**config.mk**
```make
export PLATFORM = sky130hd
export DESIGN_NAME = mem_ls
export DESIGN_NICKNAME = d
export VERILOG_FILES = /design/src/rtl/mem_pkg.sv /design/src/rtl/mem_lane_align.sv /design/src/rtl/mem_ls.sv
export SDC_FILE = /design/constraint.sdc
export NUM_CORES = 1
export LEC_CHECK = 0
export ABC_AREA = 1
export BUFFER_PORTS_ARGS = -buffer_cell sky130_fd_sc_hd__buf_2
export CORE_AREA = 2 2 189 191
export DETAILED_ROUTE_END_ITERATION = 8
export DIE_AREA = 0 0 191 193
export SLEW_MARGIN = 0
export SYNTH_ARGS = -nofsm -noshare
export SYNTH_HDL_FRONTEND = slang
export SYNTH_SLANG_ARGS = --single-unit
```
**constraint.sdc**
```tcl
create_clock -name clk -period 6.3 [get_ports clk]
set_input_delay 0.63 -clock clk [delete_from_list [all_inputs] [get_ports clk]]
set_output_delay 0.63 -clock clk [all_outputs]
set_load 0.02 [all_outputs]
```
**src/rtl/mem_pkg.sv**
```systemverilog
// mem_pkg: shared codes and helpers for the memory-access stage.
// Op-field slicing, kind/exception codes and FSM state type.
package mem_pkg;

  localparam int OP_W = 5;

  localparam logic [1:0] MEM_NONE  = 2'b00;
  localparam logic [1:0] MEM_LOAD  = 2'b01;
  localparam logic [1:0] MEM_STORE = 2'b10;
  localparam logic [1:0] MEM_ATOM  = 2'b11;

  localparam logic [1:0] EXC_NONE   = 2'b00;
  localparam logic [1:0] EXC_ADEL   = 2'b01;
  localparam logic [1:0] EXC_ADES   = 2'b10;
  localparam logic [1:0] EXC_BUSERR = 2'b11;

  localparam logic [1:0] SZ_WORD = 2'd2;

  typedef enum logic [1:0] {
    ST_IDLE,
    ST_WAIT,
    ST_DRAIN
  } ls_state_e;

  function automatic logic [1:0] op_kind(input logic [OP_W-1:0] op);
    return op[4:3];
  endfunction

  function automatic logic op_sgn(input logic [OP_W-1:0] op);
    return op[2];
  endfunction

  function automatic logic [1:0] op_size(input logic [OP_W-1:0] op);
    return op[1:0];
  endfunction

endpackage

```
**src/rtl/mem_lane_align.sv**
```systemverilog
// mem_lane_align: byte-lane steering for stores and
// extraction plus sign/zero extension for loads.
module mem_lane_align
  import mem_pkg::*;
#(
  parameter int DATA_W = 32
) (
  input  logic [1:0]                   i_size,
  input  logic                         i_sgn,
  input  logic [$clog2(DATA_W/8)-1:0]  i_off,
  input  logic [DATA_W-1:0]            i_sdata,
  input  logic [DATA_W-1:0]            i_rdata,
  output logic [DATA_W/8-1:0]          o_sel,
  output logic [DATA_W-1:0]            o_wdata,
  output logic [DATA_W-1:0]            o_ldata
);

  localparam int NB = DATA_W/8;

  int                w_nb;
  logic [DATA_W-1:0] w_shf;
  logic              w_sbit;

  // Lane masks, replicated store data and extended load data.
  always_comb begin
    w_nb   = 1 << i_size;
    if (w_nb > NB) w_nb = NB;
    w_shf  = i_rdata >> {i_off, 3'b000};
    w_sbit = i_sgn & w_shf[8*w_nb-1];
    for (int i = 0; i < NB; i++) begin
      o_sel[i] = (i >= int'(i_off)) &&
                 (i < int'(i_off) + w_nb);
      o_wdata[8*i +: 8] = i_sdata[8*(i & (w_nb-1)) +: 8];
      o_ldata[8*i +: 8] = (i < w_nb) ? w_shf[8*i +: 8]
                                     : {8{w_sbit}};
    end
  end

endmodule

```
**src/rtl/mem_ls.sv**
```systemverilog
// mem_ls: MEM stage with load/store/LL/SC over a req/ack bus,
// stall generation, bus timeout and LLbit tracking.
module mem_ls
  import mem_pkg::*;
#(
  parameter int DATA_W      = 32,
  parameter int ADDR_W      = 32,
  parameter int REG_ADDR_W  = 5,
  parameter int TIMEOUT_CYC = 0
) (
  input  logic                  clk,
  input  logic                  rst,
  input  logic                  flush_i,
  input  logic [4:0]            mem_op_i,
  input  logic [ADDR_W-1:0]     mem_addr_i,
  input  logic [DATA_W-1:0]     mem_sdata_i,
  input  logic [DATA_W-1:0]     wdata_i,
  input  logic [REG_ADDR_W-1:0] wd_i,
  input  logic                  wreg_i,
  input  logic [DATA_W-1:0]     hi_i,
  input  logic [DATA_W-1:0]     lo_i,
  input  logic                  whilo_i,
  input  logic                  cp0_reg_we_i,
  input  logic [REG_ADDR_W-1:0] cp0_reg_write_addr_i,
  input  logic [DATA_W-1:0]     cp0_reg_data_i,
  output logic [DATA_W-1:0]     wdata_o,
  output logic [REG_ADDR_W-1:0] wd_o,
  output logic                  wreg_o,
  output logic [DATA_W-1:0]     hi_o,
  output logic [DATA_W-1:0]     lo_o,
  output logic                  whilo_o,
  output logic                  cp0_reg_we_o,
  output logic [REG_ADDR_W-1:0] cp0_reg_write_addr_o,
  output logic [DATA_W-1:0]     cp0_reg_data_o,
  output logic                  stallreq_o,
  output logic [1:0]            excpt_o,
  output logic [ADDR_W-1:0]     bad_addr_o,
  output logic                  llbit_o,
  output logic                  mem_req_o,
  output logic                  mem_we_o,
  output logic [ADDR_W-1:0]     mem_addr_o,
  output logic [DATA_W/8-1:0]   mem_sel_o,
  output logic [DATA_W-1:0]     mem_wdata_o,
  input  logic [DATA_W-1:0]     mem_rdata_i,
  input  logic                  mem_ack_i
);

  localparam int NB    = DATA_W/8;
  localparam int OFF_W = $clog2(NB);

  ls_state_e         r_state, w_nstate;
  logic [31:0]       r_cnt;
  logic              r_llbit;
  logic [ADDR_W-1:0] r_addr;
  logic              r_we;
  logic [NB-1:0]     r_sel;
  logic [DATA_W-1:0] r_wdata;

  logic [1:0]        w_kind, w_size;
  logic              w_sgn;
  logic [OFF_W-1:0]  w_off, w_amask;
  logic              w_rd, w_wr, w_ll, w_sc;
  logic              w_illegal, w_scfail, w_need;
  logic [ADDR_W-1:0] w_waddr;
  logic [NB-1:0]     w_sel;
  logic [DATA_W-1:0] w_wdata, w_ldata;
  logic              w_req, w_stall, w_done, w_berr, w_tmo;

  // Op decode, legality and whether the bus is needed.
  always_comb begin
    w_kind = op_kind(mem_op_i);
    w_sgn  = op_sgn(mem_op_i);
    w_size = (w_kind == MEM_ATOM) ? SZ_WORD : op_size(mem_op_i);
    w_off  = mem_addr_i[OFF_W-1:0];
    for (int i = 0; i < OFF_W; i++)
      w_amask[i] = (i < int'(w_size));
    w_ll = (w_kind == MEM_ATOM) && !w_sgn;
    w_sc = (w_kind == MEM_ATOM) && w_sgn;
    w_rd = (w_kind == MEM_LOAD) || w_ll;
    w_wr = (w_kind == MEM_STORE) || w_sc;
    w_illegal = (w_rd || w_wr) &&
                ((int'(w_size) > OFF_W) || (|(w_off & w_amask)));
    w_scfail = w_sc && !r_llbit && !w_illegal;
    w_need   = (w_rd || w_wr) && !w_illegal && !w_scfail;
    w_waddr  = {mem_addr_i[ADDR_W-1:OFF_W], {OFF_W{1'b0}}};
    w_tmo    = (TIMEOUT_CYC > 0) &&
               (r_cnt == 32'(TIMEOUT_CYC - 1));
  end

  mem_lane_align #(.DATA_W(DATA_W)) u_align (
    .i_size  (w_size),
    .i_sgn   (w_sgn),
    .i_off   (w_off),
    .i_sdata (mem_sdata_i),
    .i_rdata (mem_rdata_i),
    .o_sel   (w_sel),
    .o_wdata (w_wdata),
    .o_ldata (w_ldata)
  );

  // Next state, request, stall, completion and bus error.
  always_comb begin
    w_nstate = r_state;
    w_req    = 1'b0;
    w_stall  = 1'b0;
    w_done   = 1'b0;
    w_berr   = 1'b0;
    unique case (r_state)
      ST_IDLE: begin
        if (w_need) begin
          w_req = 1'b1;
          if (mem_ack_i) begin
            w_done = 1'b1;
          end else begin
            w_stall  = 1'b1;
            w_nstate = ST_WAIT;
          end
        end
      end
      ST_WAIT: begin
        w_req = 1'b1;
        if (mem_ack_i) begin
          w_done   = 1'b1;
          w_nstate = ST_IDLE;
        end else if (flush_i) begin
          w_nstate = ST_DRAIN;
        end else if (w_tmo) begin
          w_berr   = 1'b1;
          w_nstate = ST_DRAIN;
        end else begin
          w_stall = 1'b1;
        end
      end
      ST_DRAIN: begin
        w_req = 1'b1;
        if (mem_ack_i) w_nstate = ST_IDLE;
        if (w_need) w_stall = 1'b1;
      end
      default: w_nstate = ST_IDLE;
    endcase
  end

  // Writeback, exception and bus outputs; all zero in reset.
  always_comb begin
    wdata_o              = wdata_i;
    wd_o                 = wd_i;
    wreg_o               = wreg_i;
    hi_o                 = hi_i;
    lo_o                 = lo_i;
    whilo_o              = whilo_i;
    cp0_reg_we_o         = cp0_reg_we_i;
    cp0_reg_write_addr_o = cp0_reg_write_addr_i;
    cp0_reg_data_o       = cp0_reg_data_i;
    stallreq_o           = w_stall;
    excpt_o              = EXC_NONE;
    bad_addr_o           = '0;
    llbit_o              = r_llbit;
    mem_req_o            = w_req;
    if (r_state == ST_IDLE) begin
      mem_we_o    = w_wr;
      mem_addr_o  = w_waddr;
      mem_sel_o   = w_sel;
      mem_wdata_o = w_wdata;
    end else begin
      mem_we_o    = r_we;
      mem_addr_o  = r_addr;
      mem_sel_o   = r_sel;
      mem_wdata_o = r_wdata;
    end
    if (w_illegal || w_berr) begin
      wreg_o       = 1'b0;
      whilo_o      = 1'b0;
      cp0_reg_we_o = 1'b0;
      bad_addr_o   = mem_addr_i;
      excpt_o      = w_berr ? EXC_BUSERR :
                     (w_rd ? EXC_ADEL : EXC_ADES);
    end else if (w_scfail) begin
      wdata_o = '0;
    end else if (w_done) begin
      if (w_rd)      wdata_o = w_ldata;
      else if (w_sc) wdata_o = DATA_W'(1);
    end
    if (rst) begin
      wdata_o              = '0;
      wd_o                 = '0;
      wreg_o               = 1'b0;
      hi_o                 = '0;
      lo_o                 = '0;
      whilo_o              = 1'b0;
      cp0_reg_we_o         = 1'b0;
      cp0_reg_write_addr_o = '0;
      cp0_reg_data_o       = '0;
      stallreq_o           = 1'b0;
      excpt_o              = EXC_NONE;
      bad_addr_o           = '0;
      llbit_o              = 1'b0;
      mem_req_o            = 1'b0;
      mem_we_o             = 1'b0;
      mem_addr_o           = '0;
      mem_sel_o            = '0;
      mem_wdata_o          = '0;
    end
  end

  // FSM state register.
  always_ff @(posedge clk) begin
    if (rst) r_state <= ST_IDLE;
    else     r_state <= w_nstate;
  end

  // Cycles spent in WAIT; cleared whenever WAIT is left.
  always_ff @(posedge clk) begin
    if (rst)
      r_cnt <= '0;
    else if (r_state == ST_WAIT && w_nstate == ST_WAIT)
      r_cnt <= r_cnt + 32'd1;
    else
      r_cnt <= '0;
  end

  // LLbit: flush beats an LL completing in the same cycle.
  always_ff @(posedge clk) begin
    if (rst || flush_i)    r_llbit <= 1'b0;
    else if (w_done && w_ll) r_llbit <= 1'b1;
    else if (w_done && w_sc) r_llbit <= 1'b0;
  end

  // Keep the issued request so DRAIN can hold it after upstream moves on.
  always_ff @(posedge clk) begin
    if (rst) begin
      r_addr  <= '0;
      r_we    <= 1'b0;
      r_sel   <= '0;
      r_wdata <= '0;
    end else if (r_state == ST_IDLE && w_need) begin
      r_addr  <= w_waddr;
      r_we    <= w_wr;
      r_sel   <= w_sel;
      r_wdata <= w_wdata;
    end
  end

endmodule

```
==> summary by stage, run 1 <==
Drt
After detailed routing, the total wire length is 32410 um. In the routed layout, each cell is associated on average with a via count of 4.333. The remaining design rule violation count is 0. In this run, the number of DRC markers left after iteration 0 of detailed routing was 436. The post-route antenna net violation count is 0. For this run, the detailed router's first-pass iteration total came to 5.

The total via count after detailed routing is 9403. Dividing the detail-routed wire length by the instance count gives 14.93 um.

Worst setup path
In this run the worst path has a maximum fanout of 38. The worst register-to-register path has a depth of 6. The data required time at the worst endpoint is 5670 ps.

The element type at the critical path end is a primary output. The type of the worst setup path is in2out. STA puts the critical path data arrival time at 4430 ps. The nature of the critical path startpoint is an input port.

Die
The total core area is 34960 um2. The initial utilization of the core area, before any placement, comes to 0.1941. The floorplan step set the die height to 193 um. The number of ports placed on the die boundary is 493. The floorplan has 69 rows.

The overall die area is 36860 um2. In this run the horizontal extent of the chip is 191 um.

Power
The leakage power is 5.862 nW. The maximum resistive drop on vdd is 0.0001875 V. Dividing total power by cell area gives a power density of 208.1 nW/um2. Overall power consumption after layout is estimated at 2.034 mW.

CTS
The H-tree was split into 3 levels. After clock tree synthesis, the clock-pin slew on the worst setup and hold paths is 60 ps. The number of setup buffers added after CTS is 0. The maximum clock insertion buffer count is 2. The number of sinks handled by clock tree synthesis is 70. The tree is rooted in a clkbuf_16. The later pin in the worst-skew pair is clocked with a latency of 350 ps. After clock tree synthesis, the flow added hold-fix buffers numbering 0. The total of cells resized after clock tree synthesis is 0.

The number of buffers added by the clock tree synthesis step is 9. The clock tree from TritonCTS is done.

Cells and area
The summed area of non-filler cells in the final layout is 9777 um2. The final core area utilization is 0.2796. The share of post-route cells with drive strength above 1 is 0.3097. The filler cells instantiated in the layout total 4031. The layout net count is 1958.

The area growth from synthesis to layout is 44.04%.

Placed design
The congestion estimate from routability-driven global placement came to 0.9089. The detailed-placement wirelength estimate is 26200 um. The count of buffers added on input and output ports is 490. The placed instances occupy a cell area of 9510 um2.

Synthesis
The post-synthesis instance area is 6788 um2. The number of enable flip-flop cells after synthesis is 0. After synthesis the netlist holds a flip-flop and latch count of 70. The part of the Yosys area used for sequential elements is 0.2065. Synthesis instantiated 37 different standard cells from the library. For this run, the number of Yosys warnings is 0.

The synthesized design spends more area on one cell type than any other, namely dfxtp_1. The fraction of registers with async set or reset after synthesis is 0. In this run the mean area of a mapped cell was 5.291 um2. The instance count of the mapped netlist is 1283. The most frequently used flop master after synthesis is dfxtp_1. The area share of the largest cell type after synthesis is 0.2065. By area the synthesized netlist is led by dfxtp_1, inv_1, nand2_1, o21ai_0, nor2_1.

Timing
The share of the cycle needed by the critical path after routing is 0.8030. The max-slew violation count is 0. The actual transition at the worst max-transition pin is 1045 ps.

The number of hold violations in the final report was 0. The worst setup skew after layout is 7.615 ps. The final number of setup-violating endpoints is 0. The upper clock frequency limit is 0.1977 GHz.

After routing, the total negative slack on setup checks comes to 0 ps. The max-slew headroom at the worst pin is 0.3031. The final critical delay including setup and external delays is 5059 ps. Setup repair after global routing left no endpoint under its margin.

Min path
The number of cells traversed by the worst hold path is 2. The worst hold path belongs to the class reg2reg.

Outcome
The run finished with clean final reports.

Global routing
The wire length of the first global-routing pass is 46160 um. The number of global-route vias before repair is 8469. The initial antenna violation count was 4. The global-route usage over all layers is 0.1660. After global routing the overflow that remains totals 0. Entering global routing, the biggest net connects 115 pins.

Flow run
The number of max-capacitance violations reported is 0.
-- metrics by stage --
step | hold WS [ps] | std cells | worst slack (ps)
2_1_floorplan | 429.7 | 1284 | 2970
3_3_place_gp | 438.8 | 2154 | 1396
3_5_place_dp | 445.6 | 2154 | 1239
4_1_cts | 454.0 | 2169 | 1222
5_1_grt | 463.8 | 2170 | 875.0
6_report | 451.1 | 2170 | 1241
-- worst max-delay path: stages --
cell and delay, ps:
buf_2 200, nand2_2 170, nand2_1 70, buf_4 250
nor2_2 200, inv_1 340, ha_1 330, inv_1 60
nand2_1 80, nor2_4 210, nor2_4 70, nand2_2 700
inv_2 280, nor2_1 520, nor2_1 100, buf_2 180
-- layout make-up --
cell class | count | area [um2] | share of cell area
inverter | 277 | 1041 | 0.1065
timing repair buffer | 497 | 2507 | 0.2565
clock buffer | 9 | 225.2 | 0.02304
clock inverter | 6 | 38.79 | 0.003967
antenna | 1 | 2.502 | 0.0002560
multi-input combinational | 849 | 3984 | 0.4075
sequential | 70 | 1401 | 0.1433
tap | 461 | 576.8 | 0.05900
-- synthesized netlist by cell type (2+ instances only) --
cell and number:
clkbuf_1 64, nor2_2 2, ha_1 7, nand3_1 19
nor2_4 3, nand2_1 242, buf_2 16, mux2i_1 6
nor2_1 200, a21boi_0 5, o22ai_1 4, nand3b_1 9
clkinv_1 2, a21oi_1 138, a211oi_1 16, nor3_1 3
buf_4 5, inv_1 274, o21ai_1 4, nand2_2 4
o21ai_0 164, o211ai_1 12, dfxtp_1 70
-- state kept, by name, summed over array words and instances, names as in the netlist --
signal	flops
r_addr	30
r_state	2
r_llbit	1
r_wdata	32
r_sel	4
r_we	1
-- layer usage --
layer  vias up  share of wire  wire length [um]  GRT usage
met5         -              0                 0          0
met4         0          0.039              1248    0.07305
met3        54          0.064              2065    0.02679
met2       399           0.54             17370     0.3308
met1      4178           0.36             11720     0.1686
li1       4772              -                 -          -
-- final timing paths --
kind / from / end / slack, ps
worst max-delay path: mem_op_i[3] / wdata_o[2] / 1240
worst min-delay path: r_we / r_we / 450
worst max register to register: r_state[0] / r_addr[24] / 3920
worst min register to register: r_we / r_we / 450
-- cells in the final DEF, fill, tap and decap left out, types with 12 or more instances in the layout --
cell type	count
buf_2	489
o211ai_1	12
nor2_1	200
o21ai_0	164
nand3_1	19
a21oi_1	138
a211oi_1	16
dfxtp_1	70
nand2_1	242
inv_1	274
-- cell families (layout without fill, tap and decap cells) --
family / count (synthesis) / in the layout / share of synthesized area
simple gates: 486 / 486 / 0.2876
buf+inv: 365 / 789 / 0.2088
compound gates: 346 / 346 / 0.2706
flops: 70 / 70 / 0.2065
fa+ha+maj: 8 / 8 / 0.01585
mux: 6 / 6 / 0.008848
other cells: 1 / 3 / 0.0005525
xor+xnor: 1 / 1 / 0.001291
-- power breakdown --
| group | internal (mW) | leakage (nW) | switching, mW |
|---|---|---|---|
| clock | 0.263 | 0.127 | 0.214 |
| combinational | 0.322 | 5.16 | 0.721 |
| sequential | 0.498 | 0.575 | 0.0159 |
| total | 1.08 | 5.86 | 0.950 |
(Power assumes the default switching activity.)
==> run 2, diff against run 1 <==
- ABC_AREA: 1 -> 0
- CORE_AREA: 2 2 189 191 -> 2 2 194 196
- DIE_AREA: 0 0 191 193 -> 0 0 196 198
- clock period: 6.3 -> 5.11 ns (I/O delays scaled with it)
==> summary by stage, run 2 <==
Outcome
Status: completed (unchanged).

Cells and area
Commonest cells after routing, fill and taps aside: buf_2, nand2_1, nor2b_1, nor2_1, mux2i_1 (was buf_2, inv_1, nand2_1, nor2_1, o21ai_0). The flip-flop count of the largest register, all copies and words added is 32 (unchanged). The top register by number of flip-flops is r_wdata (unchanged). The share of post-route cells with drive strength above 1 is 0.4033 (was 0.3097). The number of filler instances in the final layout came to 4102 (was 4031). The area growth from synthesis to layout is 49.17% (was 44.04%). The multi-input gate area in the final layout is 4509 um2 (was 3984 um2). Largest registers: r_wdata: 32 flops, r_addr: 30 flops, r_sel: 4 flops (unchanged).

The sequential cell area is 1401 um2 (unchanged). The most frequent standard cell in the layout excluding fill and tap cells is buf_2 (unchanged). The final cell count without fillers is 1801 (was 2170). The layout net count came to 1573 (was 1958). The summed area of non-filler cells in the final layout was 9440 um2 (was 9777 um2).

Drt
The number of detailed-route iterations in the first pass came to 5 (unchanged). The average via count per standard cell came to 4.437 (was 4.333). The total via count after detailed routing was 7991 (was 9403).

The overall routed net length is 30050 um (was 32410 um). The post-route antenna net violation count came to 0 (unchanged). The remaining design rule violation count is 0 (unchanged). The average wire per standard cell is 16.69 um (was 14.93 um). The number of violations reported at the end of detailed-routing iteration 0 is 489 (was 436).

Synthesis
The most frequently used flop master after synthesis was dfxtp_1 (unchanged). The number of enable flip-flop cells after synthesis came to 0 (unchanged). The top cell type by total area after synthesis is dfxtp_1 (unchanged). The fraction of registers with async set or reset after synthesis is 0 (unchanged). The mean area per synthesized cell was 7.111 um2 (was 5.291 um2). The library cell with the highest instance count after synthesis was nand2_1 (was inv_1).

The part of the Yosys area used for sequential elements is 0.2214 (was 0.2065). The instance count of the mapped netlist is 890 (was 1283). The area share of the largest cell type after synthesis is 0.2214 (was 0.2065). The post-synthesis instance area is 6329 um2 (was 6788 um2).

Leading cell types by total area after synthesis: dfxtp_1, mux2i_1, nor2b_1, nand2_1, nor2_1 (was dfxtp_1, inv_1, nand2_1, o21ai_0, nor2_1). The number of distinct library cell variants in the gate-level netlist after synthesis is 58 (was 37). The number of synthesis warnings is 0 (unchanged). Top cells by count, synth: nand2_1, nor2b_1, nor2_1, mux2i_1, dfxtp_1 (was inv_1, nand2_1, nor2_1, o21ai_0, a21oi_1). The post-synthesis sequential element count is 70 (unchanged).

Worst setup path
The data arrival time of the critical path is 3320 ps (was 4430 ps). The critical path's top delay family is simple AND/OR/NAND/NOR gates (unchanged). The nature of the critical path startpoint is an input port (unchanged).

The data required time at the worst endpoint came to 4600 ps (was 5670 ps). The maximum net fanout on the critical path is 36 (was 38). The longest individual stage delay on the worst path is 490 ps (was 700 ps). The startpoint of the worst-slack reg-to-reg timing path is r_state[1] (was r_state[0]). The endpoint of the worst-slack reg-to-reg timing path is r_wdata[8] (was r_addr[24]). Critical path cell sequence: buf_2 -> a21oi_1 -> nand2b_1 -> ha_1 -> nor2_1 -> a211oi_4 -> buf_4 -> nor3_1 -> buf_4 -> nor3b_2 -> a22o_1 -> buf_2 (was buf_2 -> nand2_2 -> nand2_1 -> buf_4 -> nor2_2 -> inv_1 -> ha_1 -> inv_1 -> nand2_1 -> nor2_4 -> nor2_4 -> nand2_2 -> inv_2 -> nor2_1 -> nor2_1 -> buf_2). The type of the worst setup path is in2out (unchanged). The number of cells on the worst reg-to-reg path came to 7 (was 6). The cell with the largest stage delay on the worst path is nor3b_2 (was nand2_2). The total number of cells along the worst setup path is 12 (was 16). The element type at the critical path end was a primary output (unchanged).

The register-to-register setup slack was 2160 ps (was 3920 ps). The sum of buffers and inverters on the critical path is 4 (was 6).

Placed design
The standard cell area after detailed placement is 9121 um2 (was 9510 um2). The placed instance count was 1782 (was 2154). The final weighted congestion in routability-driven placement came to 0.9086 (was 0.9089). The detailed-placement wirelength estimate is 22980 um (was 26200 um). The count of buffers from port buffering was 490 (unchanged).

Timing
The max-slew violation count is 0 (unchanged). Based on the critical path, the design can be clocked at up to 0.2613 GHz. The final number of setup-violating endpoints is 0 (unchanged).

The post-route setup TNS came to 0 ps (unchanged). The number of hold violations in the final report came to 0 (unchanged). The actual transition at the worst max-transition pin is 1132 ps (was 1045 ps). The worst setup skew after layout is 10.19 ps (was 7.615 ps). The worst path in the final design needs a cycle of 3827 ps, including I/O delays and setup. In the finished design, the share of the clock period the worst path needs comes to 0.7490.

The max-slew headroom at the worst pin is 0.2455 (was 0.3031). RSZ-0062 raised after global routing: no (unchanged).

CTS
The maximum clock insertion buffer count is 2 (unchanged). The number of hold buffers added after cts is 0 (unchanged). The clock transition time at the flip-flop clock pins of the worst setup and hold paths is 60 ps (about the same). The number of setup buffers added after CTS is 0 (unchanged). The worst-skew pair later-pin latency came to 350 ps (about the same). The number of sinks handled by clock tree synthesis is 70 (unchanged). The level count of the clock H-tree is 3 (unchanged). The number of buffers added by the clock tree synthesis step was 9 (unchanged). The CTS root buffer is clkbuf_16 (unchanged). The total of cells resized after clock tree synthesis is 0 (unchanged). The clock tree from TritonCTS is done (unchanged).

Die
The overall die height is 198 um (was 193 um). The total core area is 36960 um2 (was 34960 um2). The number of placement rows came to 71 (was 69). The overall die area came to 38810 um2 (was 36860 um2). The number of ports placed on the die boundary is 493 (unchanged). The width of the die is 196 um (was 191 um).

The effective utilization at floorplan was 0.1712 (was 0.1941).

Min path
The type of the most critical hold path is in2reg (was reg2reg). The number of cells traversed by the worst hold path came to 2 (unchanged). The launch point of the worst hold path is flush_i (was r_we). The capture endpoint of the worst hold path was r_llbit (was r_we).

Power
The maximum resistive drop on vdd is 0.0001111 V (was 0.0001875 V). The cell area power density is 230.6 nW/um2 (was 208.1 nW/um2). The leakage power is 5.126 nW (was 5.862 nW).

Global routing
The number of global-route vias before repair is 7248 (was 8469). The maximum number of pins on one net before global-route repair was 166 (was 115). The leftover overflow at the end of global routing is 0 (unchanged). The wire length of the first global-routing pass is 42260 um (was 46160 um). The initial antenna violation count is 3 (was 4). The global-route usage over all layers is 0.1428 (was 0.1660).

Flow run
The number of max-capacitance violations reported was 0 (unchanged).
[run 2: changes by cell type after synthesis, moves of 15 or more]
| cell | change |
|---|---|
| inv_1 | -258 |
| o21ai_0 | -144 |
| nor2b_1 | +116 |
| nand2_1 | -112 |
| mux2i_1 | +86 |
| nor2_1 | -86 |
| a21oi_1 | -77 |
| and3_1 | +33 |
| a211oi_1 | +24 |
| clkbuf_1 | -18 |
| nand3_1 | -18 |
| a22o_1 | +15 |
[run 2: cells by family (layout without fill, tap and decap cells)]
group / after synthesis / count (layout) / synth area share
other: 1 / 5 / 0.0005926
muxes: 96 / 96 / 0.1526
adders and majority gates: 8 / 8 / 0.01700
buffers and inverters: 101 / 534 / 0.07117
AOI/OAI and AO/OA: 192 / 192 / 0.2082
DFF: 70 / 70 / 0.2214
and+or+nand+nor: 422 / 422 / 0.3290
[run 2: power by group]
group	switching, mW	internal, mW	total (mW)
Combinational	0.566	0.325	0.892
Clock	0.272	0.407	0.680
Sequential	0.0197	0.586	0.606
Total	0.858	1.32	2.18
[run 2: metal layers]
metal,vias up,part of all wire,wire length (um),GRT usage
met4,0,0.035,1065,0.06762
met1,3662,0.44,13320,0.1808
met5,-,0,0,0
met3,48,0.080,2403,0.04122
li1,3927,-,-,-
met2,354,0.44,13260,0.2231
[run 2: worst max-delay path by stage]
stage / startpoint / endpoint / slack, ps
after floorplan: mem_op_i[3] / wdata_o[0] / 1660
after global placement: mem_op_i[3] / wdata_o[9] / 1410
after detailed placement: mem_op_i[3] / wdata_o[8] / 1270
after CTS: mem_op_i[3] / wdata_o[8] / 1260
after global routing: mem_op_i[3] / wdata_o[8] / 930
final: mem_op_i[3] / wdata_o[15] / 1280
[run 2: layout make-up]
cell class / count / share of cell area
inverter: 17 / 0.006759
sequential: 70 / 0.1484
timing repair buffer: 501 / 0.2705
clock inverter: 4 / 0.005832
tap: 474 / 0.06282
multi-input combinational: 720 / 0.4777
clock buffer: 12 / 0.02717
antenna: 3 / 0.0007952
[run 2: stage by stage]
stage	utilization	total power [mW]	setup WS [ps]	hold slack (ps)
finish	0.2555	2.177	1283	364.9
CTS	0.2552	2.214	1262	343.9
global route	0.2555	2.311	933.3	350.5
floorplan	-	1.167	1656	435.7
detailed placement	0.2468	1.511	1266	445.8
global placement	0.2468	1.500	1412	441.2
==> run 3, diff against run 2 <==
- ABC_AREA: 0 -> 1
- CORE_AREA: 2 2 194 196 -> 2 2 189 191
- DIE_AREA: 0 0 196 198 -> 0 0 191 193
- clock period: 5.11 -> 3.93 ns (I/O delays scaled with it)
==> summary by stage, run 3 (synthesis gave the netlist of run 1 again) <==
Outcome
Status: completed (unchanged).

Worst setup path
The register-to-register setup slack was 1620 ps (was 2160 ps). The endpoint of the worst-slack reg-to-reg timing path was r_addr[5] (was r_wdata[8]). The maximum net fanout on the critical path is 16 (was 36). The data arrival time of the critical path is 3090 ps (was 3320 ps). The data required time at the worst endpoint is 3540 ps (was 4600 ps). The element type at the critical path end was a primary output (unchanged). The type of the worst setup path was in2out (unchanged). The startpoint of the worst-slack reg-to-reg timing path is r_state[0] (was r_state[1]). The critical path startpoint is mem_op_i[3] (unchanged). The number of cells on the worst reg-to-reg path is 7 (unchanged). The nature of the critical path startpoint is an input port (unchanged).

CTS
The clock transition time at the flip-flop clock pins of the worst setup and hold paths is 60 ps (about the same). The clock tree from TritonCTS was done (unchanged). The maximum clock insertion buffer count is 2 (unchanged). The number of setup buffers added after CTS is 0 (unchanged). The level count of the clock H-tree came to 3 (unchanged).

The CTS root buffer is clkbuf_16 (unchanged). The total of cells resized after clock tree synthesis is 0 (unchanged). The number of sinks handled by clock tree synthesis is 70 (unchanged). The worst-skew pair later-pin latency is 350 ps (about the same). The number of hold buffers added after cts is 0 (unchanged). The number of buffers added by the clock tree synthesis step is 9 (unchanged).

Placed design
The detailed-placement wirelength estimate is 26300 um (was 22980 um). The count of buffers from port buffering is 490 (unchanged). The final weighted congestion in routability-driven placement is 0.9094 (was 0.9086). The placed instance count is 2160 (was 1782). The standard cell area after detailed placement came to 9580 um2 (was 9121 um2).

Die
The overall die area is 36860 um2 (was 38810 um2). The number of ports placed on the die boundary was 493 (unchanged). The overall die height is 193 um (was 198 um).

The effective utilization at floorplan came to 0.1941 (was 0.1712). The number of placement rows is 69 (was 71). The width of the die is 191 um (was 196 um).

The total core area was 34960 um2 (was 36960 um2).

Power
The combinational group share of total power is 0.481 (was 0.410). The cell internal power dissipation is 1.978 mW (was 1.319 mW). The switching power came to 1.551 mW (was 858.5 uW). The register share of total power is 0.234 (was 0.278).

The sum of internal, switching and leakage power is 3.529 mW (was 2.177 mW). The maximum resistive drop on vdd was 0.0002368 V (was 0.0001111 V). The leakage power was 5.944 nW (was 5.126 nW).

The cell area power density is 354.7 nW/um2 (was 230.6 nW/um2). The part of the power in the clock network is 0.286 (was 0.312). The proportion of total power due to net switching is 0.4394 (was 0.3943).

Cells and area
Largest registers: r_wdata: 32 flops, r_addr: 30 flops, r_sel: 4 flops (unchanged). The final core area utilization is 0.2845 (was 0.2555). The top register by number of flip-flops is r_wdata (unchanged). The share of post-route cells with drive strength above 1 was 0.3125 (was 0.4033). The most frequent standard cell in the layout excluding fill and tap cells is buf_2 (unchanged). The area growth from synthesis to layout is 46.56% (was 49.17%). Commonest cells after routing, fill and taps aside: buf_2, inv_1, nand2_1, nor2_1, o21ai_0 (was buf_2, nand2_1, nor2b_1, nor2_1, mux2i_1). The final cell count without fillers is 2181 (was 1801). The layout net count came to 1964 (was 1573). The summed area of non-filler cells in the final layout is 9948 um2 (was 9440 um2).

The flip-flop count of the largest register, all copies and words added is 32 (unchanged).

Drt
The remaining design rule violation count is 0 (unchanged). The total via count after detailed routing is 9496 (was 7991). The average wire per standard cell came to 14.90 um (was 16.69 um).

The average via count per standard cell is 4.354 (was 4.437). The number of detailed-route iterations in the first pass is 5 (unchanged). The overall routed net length is 32490 um (was 30050 um).

The post-route antenna net violation count is 0 (unchanged). The number of violations reported at the end of detailed-routing iteration 0 is 365 (was 489).

Timing
The worst setup skew after layout is 7.449 ps (was 10.19 ps). Dividing the final minimum period by the clock period gives 0.8859. The post-route setup TNS is 0 ps (unchanged). Counting I/O delays and the setup requirement, the final critical path takes 3482 ps. RSZ-0062 raised after global routing: no (unchanged). The number of hold violations in the final report came to 0 (unchanged).

The actual transition at the worst max-transition pin was 1064 ps (was 1132 ps). The upper clock frequency limit is 0.2872 GHz. The max-slew violation count is 0 (unchanged). The final number of setup-violating endpoints is 0 (unchanged). The max-slew headroom at the worst pin came to 0.2908 (was 0.2455).

Global routing
The wire length of the first global-routing pass is 46740 um (was 42260 um). The initial antenna violation count is 7 (was 3). The leftover overflow at the end of global routing is 0 (unchanged). The global-route usage over all layers came to 0.1665 (was 0.1428). The number of global-route vias before repair came to 8516 (was 7248).

The maximum number of pins on one net before global-route repair is 115 (was 166).

Min path
The launch point of the worst hold path is flush_i (unchanged). The number of cells traversed by the worst hold path is 4 (was 2). The capture endpoint of the worst hold path is r_llbit (unchanged).

The type of the most critical hold path was in2reg (unchanged).

Flow run
The number of max-capacitance violations reported was 0 (unchanged).
## run 3: changes by cell type in the layout (fill, tap and decap cells not counted), moves of 15 or more
| cell | previous run | this run |
|---|---|---|
| nand3_1 | 1 | 19 |
| a211oi_1 | 40 | 16 |
| nand2_1 | 129 | 242 |
| and3_1 | 33 | 0 |
| a21oi_1 | 61 | 138 |
| nor2b_1 | 116 | 0 |
| a22o_1 | 15 | 0 |
| mux2i_1 | 92 | 6 |
| inv_1 | 16 | 274 |
| o21ai_0 | 20 | 164 |
| nor2_1 | 114 | 200 |
## run 3: layout make-up
cell class | instances | area [um2]
flip-flops and latches | 70 | 1401
well taps | 461 | 576.8
inverters | 277 | 1041
repair buffers | 503 | 2577
diodes | 5 | 12.51
clock buffers | 10 | 239.0
clock inverters | 6 | 116.4
fillers | 4019 | 25020
multi-input cells | 849 | 3984
## run 3: layer usage
layer,wire (um),global-route usage,share of wire
met4,1291,0.07990,0.040
met1,11730,0.1670,0.36
met2,17490,0.3296,0.54
met3,1967,0.02914,0.061
met5,13,0,0.00040
## run 3: worst max-delay path by stage
stage | endpoint | depth (start not counted)
6_report | wdata_o[28] | 15
5_1_grt | wdata_o[30] | 15
4_1_cts | wdata_o[28] | 15
3_5_place_dp | wdata_o[28] | 15
3_3_place_gp | wdata_o[17] | 15
2_1_floorplan | wdata_o[0] | 14
## run 3: per-stage QoR
step                hold WS [ps]  setup WS (ps)
floorplan                  429.7           1074
global placement           437.6          511.6
detailed placement         445.6          406.5
CTS                        269.9          392.4
global route               305.2          132.0
finish                     298.8          448.5
## run 3: power groups by stage
stage	clock network (mW)	logic [mW]	registers, mW
3_3_place_gp	0	1.70	0.837
4_1_cts	1.04	1.72	0.825
6_report	1.01	1.70	0.825
2_1_floorplan	0	1.09	0.834
5_1_grt	1.07	1.89	0.833
3_5_place_dp	0	1.72	0.841
## run 3: critical path: stages
cell and delay (ps):
buf_2 200, nand2_2 160, nand2_1 90, nor2_2 150, inv_1 80, ha_1 180
inv_1 50, nand2_1 70, nor2_4 200, nand4_4 190, nand2_2 270, and2_1 650
nand2_1 130, nand2_1 80, buf_2 160
